==> src/rtl/crc32_pkg.sv <==
// Shared constants, FSM encoding and bit-reversal helpers for the
// PNG chunk CRC-32 scheduler.
package crc32_pkg;

   localparam logic [31:0] CRC32_POLY   = 32'h04C1_1DB7;
   localparam logic [31:0] CRC32_INIT   = 32'hFFFF_FFFF;
   localparam logic [31:0] CRC32_XOROUT = 32'hFFFF_FFFF;
   localparam int          DATA_WD      = 32;

   typedef enum logic [1:0] {
      ST_IDLE  = 2'd0,
      ST_LOAD  = 2'd1,
      ST_SHIFT = 2'd2,
      ST_DONE  = 2'd3
   } state_e;

   function automatic logic [7:0] bitrev8(input logic [7:0] d);
      logic [7:0] r;
      for (int i = 0; i < 8; i++) r[i] = d[7-i];
      return r;
   endfunction

   function automatic logic [31:0] bitrev32(input logic [31:0] d);
      logic [31:0] r;
      for (int i = 0; i < 32; i++) r[i] = d[31-i];
      return r;
   endfunction

endpackage

==> src/rtl/crc32_nrm_8bits.sv <==
// Combinational MSB-first (non-reflected) CRC-32 update by one byte.
module crc32_nrm_8bits
   import crc32_pkg::*;
(
   input  logic [31:0] i_crc,
   input  logic [7:0]  i_dat,
   output logic [31:0] o_crc
);

   logic [31:0] w_crc;

   // NOTE: blocking assignments here so each bit iteration feeds the next within one combinational pass.
   always_comb begin
      w_crc = i_crc;
      for (int i = 7; i >= 0; i--) begin
         if (w_crc[31] ^ i_dat[i]) w_crc = {w_crc[30:0], 1'b0} ^ CRC32_POLY;
         else                      w_crc = {w_crc[30:0], 1'b0};
      end
      o_crc = w_crc;
   end

endmodule

==> src/rtl/crc32_chunk_sched.sv <==
// Round-robin scheduler sharing one byte-serial CRC-32 engine between
// NUM_REQ chunk producers; returns the final CRC tagged with the owner id.
module crc32_chunk_sched
   import crc32_pkg::*;
#(
   parameter int NUM_REQ = 2,
   parameter int ID_WD   = 1
)(
   input  logic                       clk,
   input  logic                       rstn,
   input  logic [NUM_REQ-1:0]         req_val_i,
   input  logic [NUM_REQ*DATA_WD-1:0] req_dat_i,
   input  logic [NUM_REQ-1:0]         req_lst_i,
   input  logic [NUM_REQ*2-1:0]       req_bcnt_i,
   output logic [NUM_REQ-1:0]         req_rdy_o,
   output logic                       crc_val_o,
   output logic [31:0]                crc_dat_o,
   output logic [ID_WD-1:0]           crc_id_o,
   input  logic                       crc_rdy_i,
   output logic                       busy_o
);

   state_e             r_state;
   state_e             w_state_nxt;
   logic [ID_WD-1:0]   r_grant;
   logic [ID_WD-1:0]   r_rr_ptr;
   logic [31:0]        r_crc;
   logic [31:0]        r_word;
   logic [2:0]         r_nbyt;
   logic [2:0]         r_bidx;
   logic               r_lst;

   logic [ID_WD-1:0]   w_grant_nxt;
   logic [NUM_REQ-1:0] w_rdy;
   logic [31:0]        w_crc_step;
   logic [DATA_WD-1:0] w_sel_dat;
   logic               w_sel_lst;
   logic [1:0]         w_sel_bcnt;
   logic               w_last_step;
   logic               w_acc;

   crc32_nrm_8bits u_step (
      .i_crc (r_crc),
      .i_dat (bitrev8(r_word[31:24])),
      .o_crc (w_crc_step)
   );

   assign w_sel_dat   = req_dat_i[int'(r_grant)*DATA_WD +: DATA_WD];
   assign w_sel_lst   = req_lst_i[r_grant];
   assign w_sel_bcnt  = req_bcnt_i[int'(r_grant)*2 +: 2];
   assign w_last_step = (r_state == ST_SHIFT) && (r_bidx == r_nbyt - 3'd1);
   assign w_acc       = req_val_i[r_grant] & w_rdy[r_grant];

   // First requesting index at or above the rr pointer, wrapping.
   always_comb begin
      w_grant_nxt = '0;
      for (int i = NUM_REQ - 1; i >= 0; i--) begin
         if (req_val_i[(int'(r_rr_ptr) + i) % NUM_REQ])
            w_grant_nxt = ID_WD'((int'(r_rr_ptr) + i) % NUM_REQ);
      end
   end

   always_ff @(posedge clk or negedge rstn) begin
      if (!rstn) r_state <= ST_IDLE;
      else       r_state <= w_state_nxt;
   end

   // NOTE: every path starts from the default assignment, so no latch is inferred.
   always_comb begin
      w_state_nxt = r_state;
      case (r_state)
         ST_IDLE:  if (|req_val_i) w_state_nxt = ST_LOAD;
         ST_LOAD:  if (w_acc)      w_state_nxt = ST_SHIFT;
         ST_SHIFT: if (w_last_step) begin
                      if (r_lst)       w_state_nxt = ST_DONE;
                      else if (!w_acc) w_state_nxt = ST_LOAD;
                   end
         ST_DONE:  if (crc_rdy_i)  w_state_nxt = ST_IDLE;
         default:                  w_state_nxt = ST_IDLE;
      endcase
   end

   always_comb begin
      w_rdy = '0;
      if (r_state == ST_LOAD || (w_last_step && !r_lst)) w_rdy[r_grant] = 1'b1;
   end

   assign req_rdy_o = w_rdy;
   assign busy_o    = (r_state != ST_IDLE);

   // NOTE: non-blocking assignments so every register samples pre-edge values.
   always_ff @(posedge clk or negedge rstn) begin
      if (!rstn) begin
         r_grant   <= '0;
         r_rr_ptr  <= '0;
         r_crc     <= CRC32_INIT;
         r_word    <= '0;
         r_nbyt    <= '0;
         r_bidx    <= '0;
         r_lst     <= 1'b0;
         crc_val_o <= 1'b0;
         crc_dat_o <= '0;
         crc_id_o  <= '0;
      end else begin
         case (r_state)
            ST_IDLE: if (|req_val_i) begin
               r_grant <= w_grant_nxt;
               r_crc   <= CRC32_INIT;
            end
            ST_SHIFT: begin
               r_crc  <= w_crc_step;
               r_word <= {r_word[23:0], 8'h00};
               r_bidx <= r_bidx + 3'd1;
               if (w_last_step && r_lst) begin
                  crc_val_o <= 1'b1;
                  crc_dat_o <= bitrev32(w_crc_step) ^ CRC32_XOROUT;
                  crc_id_o  <= r_grant;
               end
            end
            ST_DONE: if (crc_rdy_i) begin
               crc_val_o <= 1'b0;
               r_rr_ptr  <= (int'(r_grant) == NUM_REQ - 1) ? '0 : r_grant + 1'b1;
            end
            default: ;
         endcase
         // A word accepted on the final step overrides the shift so stepping continues without a bubble.
         if (w_acc) begin
            r_word <= w_sel_dat;
            r_lst  <= w_sel_lst;
            r_nbyt <= (w_sel_lst && w_sel_bcnt != 2'd0) ? {1'b0, w_sel_bcnt} : 3'd4;
            r_bidx <= '0;
         end
      end
   end

endmodule

==> config.mk <==
export PLATFORM = sky130hd
export DESIGN_NAME = crc32_chunk_sched
export DESIGN_NICKNAME = d
export VERILOG_FILES = /design/src/rtl/crc32_pkg.sv /design/src/rtl/crc32_nrm_8bits.sv /design/src/rtl/crc32_chunk_sched.sv
export SDC_FILE = /design/constraint.sdc
export NUM_CORES = 1
export LEC_CHECK = 0
export CAP_MARGIN = 20
export CORE_AREA = 2 2 112 114
export DETAILED_ROUTE_END_ITERATION = 10
export DIE_AREA = 0 0 114 116
export HOLD_SLACK_MARGIN = 0.08
export PLACE_DENSITY = 0.77
export REMOVE_ABC_BUFFERS = 1
export SYNTH_ARGS = -nofsm -noshare
export SYNTH_HDL_FRONTEND = slang
export SYNTH_SLANG_ARGS = --single-unit
==> constraint.sdc <==
create_clock -name clk -period 2.58 [get_ports clk]
set_clock_uncertainty 0.1 [all_clocks]
set_input_delay 0.516 -clock clk [delete_from_list [all_inputs] [get_ports clk]]
set_output_delay 0.516 -clock clk [all_outputs]
set_load 0.05 [all_outputs]
Yosys cells after proc, flatten, opt, wreduce, memory -nomap -nowiden
Index checks and enable logic that the tools add are counted.

Add/subtract/negate cells: 4. Magnitude comparators: 4. Eq/ne operators: 10. Shift operators: 2. Multiplexer cells: 42. Bitwise gates (word level): 19. Reductions and logical operators: 20.

Operators with widths (count): 27-bit 2-to-1 mux (8); 14-bit inverter (8); 32-bit 2-to-1 mux (3); 32-bit case mux with 2 select lines (1); 64-bit by 7-bit indexed part select with 32-bit output (1); 32-bit inverter (1); 1-bit 2-to-1 mux (17); 2-bit 2-to-1 mux (7); 2-bit nonzero test (5); 3-bit 2-to-1 mux (3); 2-bit inequality test, second input constant (4); 2-bit case mux with 4 select lines (1); 2-bit AND reduction (4); 1-bit bitwise XOR (8); 1-bit logical AND (5); 5-bit AND reduction (1); 2-bit equality test, second input constant (2); 1-bit by 2-bit < comparator with 1-bit output, second input constant (2); 4-bit by 3-bit indexed part select with 2-bit output (1); 3-bit by 1-bit adder with 3-bit output, second input constant (1); 3-bit equality test (1); 2-bit by 3-bit < comparator with 1-bit output, second input constant (1); 3-bit inequality test, second input constant (1); 3-bit AND reduction (1); 13 further kinds (14).

Register bits after elaboration: 109. Bits of input ports: 75. Output and inout bits: 37. Word-level logic and storage cells: 112.

Logic depth before layout (Yosys ltp)
Gate-level depths: netlist of run 1.

Depth after elaboration: 17. Gate-level depth with buffers: 8.

Cells and area by module
From an unflattened synthesis of run 1, not the netlist that was laid out.

Cell total of the unflattened synthesis: 462. Area total of the unflattened synthesis: 5896.9 sq um.

Modules (own cells, without submodules): crc32_chunk_sched (times used 1, cells each 399, area an instance 4907.2 sq um, sequential area each 2767.7 sq um); crc32_nrm_8bits (times used 1, cells each 63, area an instance 989.7 sq um, sequential area each 0.0 sq um).

Worst setup path before layout of run 1
OpenSTA, ideal clock, no wires.

Path type: register -> output. From: register r_nbyt[0]. To: output port req_rdy_o[1]. Arrival time: 1.890 ns. Slack: 0.074 ns. Stages on the path, launching flop included: 6. Path buffers: 0. Cell sequence: dfrtp_1 > inv_1 > ha_1 > xor2_1 > a41oi_2 > nor2b_1.

Word-level cells in the longest chain between the ends: 6.

RTL lines: from (decl) (RTL line crc32_chunk_sched.sv:29) `logic [2:0] r_nbyt;`; from (signal assigned) (RTL line crc32_chunk_sched.sv:130) `r_nbyt <= (w_sel_lst && w_sel_bcnt != 2'd0) ? {1'b0, w_sel_bcnt} : 3'd4;`; 3-bit by 1-bit subtractor with 3-bit output (RTL line crc32_chunk_sched.sv:51) `assign w_last_step = (r_state == ST_SHIFT) && (r_bidx == r_nbyt - 3'd1);`; 3-bit equality test (RTL line crc32_chunk_sched.sv:51); 1-bit logical AND (RTL line crc32_chunk_sched.sv:51); 1-bit logical AND (RTL line crc32_chunk_sched.sv:85) `if (r_state == ST_LOAD || (w_last_step && !r_lst)) w_rdy[r_grant] = 1'b1;`; 1-bit logical OR (RTL line crc32_chunk_sched.sv:85); 2-bit 2-to-1 mux (RTL line crc32_chunk_sched.sv:85); to (decl) (RTL line crc32_chunk_sched.sv:15) `output logic [NUM_REQ-1:0] req_rdy_o,`.

Every way passes these cells.

Worst setup path after layout of run 1
Ends and elaborated chain as after synthesis.

==> run_results.csv, run 1 <==
group,metric,value,unit
finish,finish.utilization,63.57,%
yosys,synth_cell_types,37,
sta,fmax,0.4026,GHz
clock_tree,cts_tree,"built",
drt,drt_iter0_markers,217,
finish,drive_gt1_share,21.95,%
clock_tree,htreeDepth,3,
clock_tree,cts_buffers,9,
yosys,synth_edf_count,0,
flow_run,maxCapViolCount,0,
grt,antenna_found_initial,0,
drt,dr.pass1.iters,5,
setup_path,cp_data_arrival_time,1870,ps
die,rows,40,
setup_path,cp_slowest_cell,"dfrtp_1",
drt,ant_nets,0,
finish,nNetsFinal,646,
drt,drc,0,
drt,via_per_inst,5.257,
setup_path,crit_family,"flip-flops",
setup_path,path_buf_inv,2,
yosys,avgSynthCellArea,12.92,µm²
die,die_y,116,µm
yosys,synth.largest_area_cell,"dfrtp_1",
sta,period_minus_slack,2484,ps
finish,final_cell_mix,"clkdlybuf4s50_1, mux2i_1, dfrtp_1, nor2_1, a21oi_1",
grt,grt_pass1_wl,19370,µm
setup_path,critPathKind,"reg2out",
setup_path,crit_path_cell_trace,"inv_1 > ha_1 > xor2_2 > a41oi_4 > nor2b_2 > buf_12",
die,die_x,114,µm
die,initial_core_util,49.04,%
yosys,ys_seq_area_share,47.38,%
status,status,"finished, final reports clean",
clock_tree,clk_latency,340,ps
grt,grt_usage,18.59,%
setup_path,r2r-end,"crc_dat_o[25]",
worst_hold_path,timing.hold.worst.class,"in2async",
grt,grt.overflow.total,0,
setup_path,critPathMaxStageDelay,370,ps
yosys,synthArstFlopShare,100.0,%
yosys,synth_flop_cell,"dfrtp_1",
sta,rsz0062_at_grt,"false",
place,place.gp.congestion,0.8072,
drt,wl,11950,µm
finish,final_common_cell,"clkdlybuf4s50_1",
setup_path,worst-r2r-cell-count,4,
clock_tree,clockBufferDepth,2,
sta,setup_viol,0,
yosys,synth_area_leaders,"dfrtp_1, mux2i_1, dfstp_2",
yosys,synth_cells,452,
setup_path,crit_path_end_kind,"output pin",
sta,finalHoldViolCount,0,
yosys,synth.yosys.warnings,0,
setup_path,crit_path_start_kind,"flip-flop",
setup_path,reg2reg_setup_slack,250,ps
clock_tree,postCtsHoldBufs,0,
setup_path,worst-path-max-fanout,5,
sta,worstMarginPinSlew,793.3,ps
sta,max_slew_margin,47.11,%
clock_tree,cts_sinks,109,
grt,grt_start_max_net_pins,59,
yosys,synth_top_area_share,32.98,%
yosys,synth.ff_latch_count,109,
setup_path,cp.required,1960,ps
die,io_pins,112,
place,dp_hpwl,8563,µm
yosys,syn_area,0.005842,mm²
drt,vias,3790,
grt,grt_pass1_vias,3914,
die,die-area,0.01322,mm²
finish,antenna_cells,0,
drt,wire_per_inst,16.58,µm
finish,syn2layout_area_growth,29.62,%
place,io_buffers,111,
die,core,0.01191,mm²
clock_tree,cts-root-buf,"clkbuf_16",
clock_tree,clk_pin_slew,70,ps
setup_path,rr_startpoint,"r_crc[26]",
sta,period_share,96.27,%
sta,maxSlewViolCount,0,
[what timing repair did]
action / 4_1_cts / 5_1_grt
resized for setup: 4 / 4
pin swaps: 2 / 2
setup buffers: 0 / 4
setup endpoints to repair: 2 / 3
[how the worst max path moves through the flow]
| stage | depth (start not counted) | slack [ps] | start | to |
|---|---|---|---|---|
| floorplan | 3 | -2440 | r_state[1] | crc_id_o |
| global placement | 6 | 300 | r_nbyt[0] | req_rdy_o[1] |
| detailed placement | 7 | 230 | r_nbyt[0] | crc_dat_o[4] |
| CTS | 6 | 20 | r_nbyt[0] | req_rdy_o[1] |
| global route | 6 | 10 | r_nbyt[0] | req_rdy_o[1] |
| finish | 6 | 100 | r_nbyt[0] | req_rdy_o[1] |
[kinds of logic after synthesis]
logic type	count (synthesis)	share of synthesized area, %
muxes	127	22.81
DFF	109	47.38
xor gates and xnor gates	70	17.61
and+or+nand+nor	65	4.840
AOI/OAI and AO/OA	50	4.905
buffers and inverters	29	2.035
adders and majority gates	2	0.4283
[registers in the layout, indices dropped and copies added, names as in the netlist, 2 cells and up]
| name | count |
|---|---|
| crc_dat_o | 32 |
| r_crc | 32 |
| r_word | 32 |
| r_bidx | 3 |
| r_nbyt | 3 |
| r_state | 2 |
[metrics by stage]
stage | cells | cell area [µm²] | setup slack [ps] | hold slack, ps | TNS, ps
floorplan | 427 | 5738 | -2436 | 120.4 | -153140
global route | 721 | 7572 | 12.50 | 146.5 | 0
CTS | 717 | 7526 | 18.56 | 113.6 | 0
detailed placement | 701 | 7207 | 225.9 | 386.7 | 0
global placement | 701 | 7207 | 302.7 | 390.1 | 0
finish | 721 | 7572 | 96.13 | 96.59 | 0
[routing by layer]
| layer | global-route usage [%] | vias up | wire length (µm) |
|---|---|---|---|
| met2 | 32.66 | 90 | 6171 |
| met3 | 3.243 | 9 | 524 |
| met5 | 0 | - | 0 |
| li1 | - | 1813 | - |
| met1 | 23.94 | 1878 | 5164 |
| met4 | 5.041 | 0 | 91 |
[synthesized netlist by cell type (2+ instances only)]
library cell	instances
mux2i_1	93
dfrtp_1	77
nor2_1	39
a21oi_1	35
dfstp_2	32
mux2_2	29
xnor2_1	23
xor2_1	16
clkbuf_1	15
nand2_1	13
xnor3_1	13
buf_2	8
xnor2_2	7
mux2_4	5
nor2b_1	5
o21ai_0	5
xor3_1	5
inv_1	4
xor2_4	3
a21o_1	2
a31oi_1	2
and3_1	2
buf_1	2
ha_1	2
o41ai_1	2
xnor2_4	2
[area by class of cell]
cell class | instances | area (µm²)
Fill cell | 913 | 4339
Multi-Input combinational cell | 314 | 3003
Sequential cell | 109 | 2769
Timing Repair Buffer | 131 | 1306
Clock buffer | 13 | 250.2
Tap cell | 147 | 183.9
Clock inverter | 3 | 45.04
Inverter | 4 | 15.01
Power of run 1 is left out: the tool's default activity adds up to more than one toggle a clock period on the data nets, which glitch-free logic cannot reach.
==> run 2: changes to the inputs <==
--- a/config.mk
+++ b/config.mk
@@ -10,7 +10,7 @@
 export DETAILED_ROUTE_END_ITERATION = 10
 export DIE_AREA = 0 0 114 116
 export HOLD_SLACK_MARGIN = 0.08
-export PLACE_DENSITY = 0.77
+export PLACE_DENSITY = 0.82
 export REMOVE_ABC_BUFFERS = 1
 export SYNTH_ARGS = -nofsm -noshare
 export SYNTH_HDL_FRONTEND = slang
==> run_results.csv, run 2 (synthesized netlist as in run 1, its figures left out) <==
group,metric,value,unit
status,status,"finished, final reports clean",
finish,n_fill_cell,909,
clock_tree,clk_latency,340,ps
clock_tree,cts-root-buf,"clkbuf_16",
die,rows,40,
grt,grt_pass1_vias,4018,
sta,setup_viol,0,
die,die_y,116,µm
setup_path,crit_family,"flip-flops",
setup_path,critPathMaxStageDelay,400,ps
drt,drt_iter0_markers,160,
place,dp_hpwl,8655,µm
die,core,0.01191,mm²
setup_path,crit_path_start_kind,"flip-flop",
setup_path,r2r-end,"r_word[14]",
sta,maxSlewViolCount,0,
sta,worstMarginPinSlew,618.3,ps
grt,grt_pass1_wl,20340,µm
grt,grt_start_max_net_pins,59,
drt,via_per_inst,5.338,
grt,grt_usage,19.37,%
drt,wire_per_inst,17.13,µm
clock_tree,clockBufferDepth,2,
finish,drive_gt1_share,21.68,%
finish,syn2layout_area_growth,30.07,%
finish,nNetsFinal,644,
die,io_pins,112,
worst_hold_path,timing.hold.worst.class,"reg2reg",
drt,ant_nets,0,
sta,period_share,96.81,%
die,die-area,0.01322,mm²
worst_hold_path,hold-path-endpoint,"r_rr_ptr",
setup_path,worst-path-max-fanout,5,
finish,reg_top3,"crc_dat_o (32), r_crc (32), r_word (32)",
flow_run,maxCapViolCount,0,
clock_tree,cts_sinks,109,
setup_path,path_depth,6,
grt,grt.overflow.total,0,
die,die_x,114,µm
clock_tree,clk_pin_slew,70,ps
setup_path,cp_data_arrival_time,1880,ps
setup_path,rr_startpoint,"r_nbyt[0]",
place,place.gp.congestion,0.8401,
sta,max_slew_margin,58.57,%
finish,final_common_cell,"clkdlybuf4s50_1",
setup_path,worst-r2r-cell-count,9,
finish,antenna_cells,0,
place,io_buffers,111,
worst_hold_path,min_path_cells,2,
setup_path,crit_path_cell_trace,"inv_1 > ha_4 > xnor3_2 > a41oi_4 > nor2b_2 > buf_12",
die,initial_core_util,49.04,%
drt,wl,12310,µm
grt,antenna_found_initial,0,
setup_path,crit_path_end_kind,"output pin",
sta,fmax,0.4004,GHz
worst_hold_path,hp-start,"r_rr_ptr",
drt,vias,3838,
sta,hold-worst-slack,394.3,ps
setup_path,path_buf_inv,2,
clock_tree,cts_buffers,9,
finish,final_cell_mix,"clkdlybuf4s50_1, mux2i_1, dfrtp_1, nor2_1, a21oi_1",
setup_path,cp_slowest_cell,"dfrtp_1",
drt,dr.pass1.iters,4,
setup_path,reg2reg_setup_slack,180,ps
sta,period_minus_slack,2498,ps
setup_path,cp.required,1960,ps
clock_tree,cts_tree,"built",
drt,drc,0,
setup_path,critPathKind,"reg2out",
clock_tree,htreeDepth,3,
sta,finalHoldViolCount,0,
-- run 2: cell types whose count changed in the layout (fill, tap and decap cells not counted), sizes merged --
cell / previous run / this run
clkbuf: 13 / 11
bufinv: 1 / 2
inv: 4 / 5
dlygate4sd3: 0 / 1
buf: 23 / 20
-- run 2: worst max path at each step --
stage	start	to
final	r_nbyt[0]	req_rdy_o[1]
after global routing	r_nbyt[0]	req_rdy_o[1]
after CTS	r_nbyt[0]	req_rdy_o[1]
after detailed placement	req_val_i[1]	r_state[0]
after global placement	r_nbyt[0]	req_rdy_o[1]
after floorplan	r_state[1]	crc_id_o
-- run 2: final cells by class --
cell class / count / area [µm²] / share of cell area, %
multi-input cells: 314 / 3008 / 39.58
flip-flops and latches: 109 / 2769 / 36.44
repair buffers: 129 / 1306 / 17.19
clock buffers: 11 / 232.7 / 3.063
well taps: 147 / 183.9 / 2.421
clock inverters: 5 / 83.83 / 1.103
inverters: 4 / 15.01 / 0.1976
-- run 2: metal layers --
layer | global-route usage (%) | up-vias | part of all wire [%]
li1 | - | 1794 | -
met1 | 24.52 | 1891 | 41
met2 | 34.40 | 130 | 53
met3 | 3.766 | 23 | 4.4
met4 | 4.878 | 0 | 1.9
met5 | 0 | - | 0
-- run 2: what timing repair did --
action | in CTS | in global routing
setup buffers | 0 | 3
pin swaps | 1 | 3
hold buffers | 1 | 0
resized for setup | 5 | 3
hold endpoints to repair | 5 | 0
setup endpoints to repair | 2 | 3
-- run 2: worst reg2reg max path, stage by stage (launching register included) --
cell and delay, ps:
dfrtp_1 370, inv_1 90, ha_4 290, xor2_2 240, a41oi_4 200, buf_4 190, buf_4 130, nor2_4 130
buf_4 340, mux2i_1 250
-- run 2: stage by stage --
step / setup TNS [ps] / std cells / setup slack [ps] / instance area [µm²] / utilization (%)
after floorplan: -153140 / 427 / -2436 / 5738 / -
after global placement: 0 / 699 / 302.4 / 7204 / 60.48
after detailed placement: 0 / 699 / 228.4 / 7204 / 60.48
after CTS: 0 / 716 / 1.641 / 7556 / 63.43
after global routing: -2.994 / 719 / -2.994 / 7599 / 63.79
final: 0 / 719 / 82.23 / 7599 / 63.79
Power of run 2 is left out for the same reason.
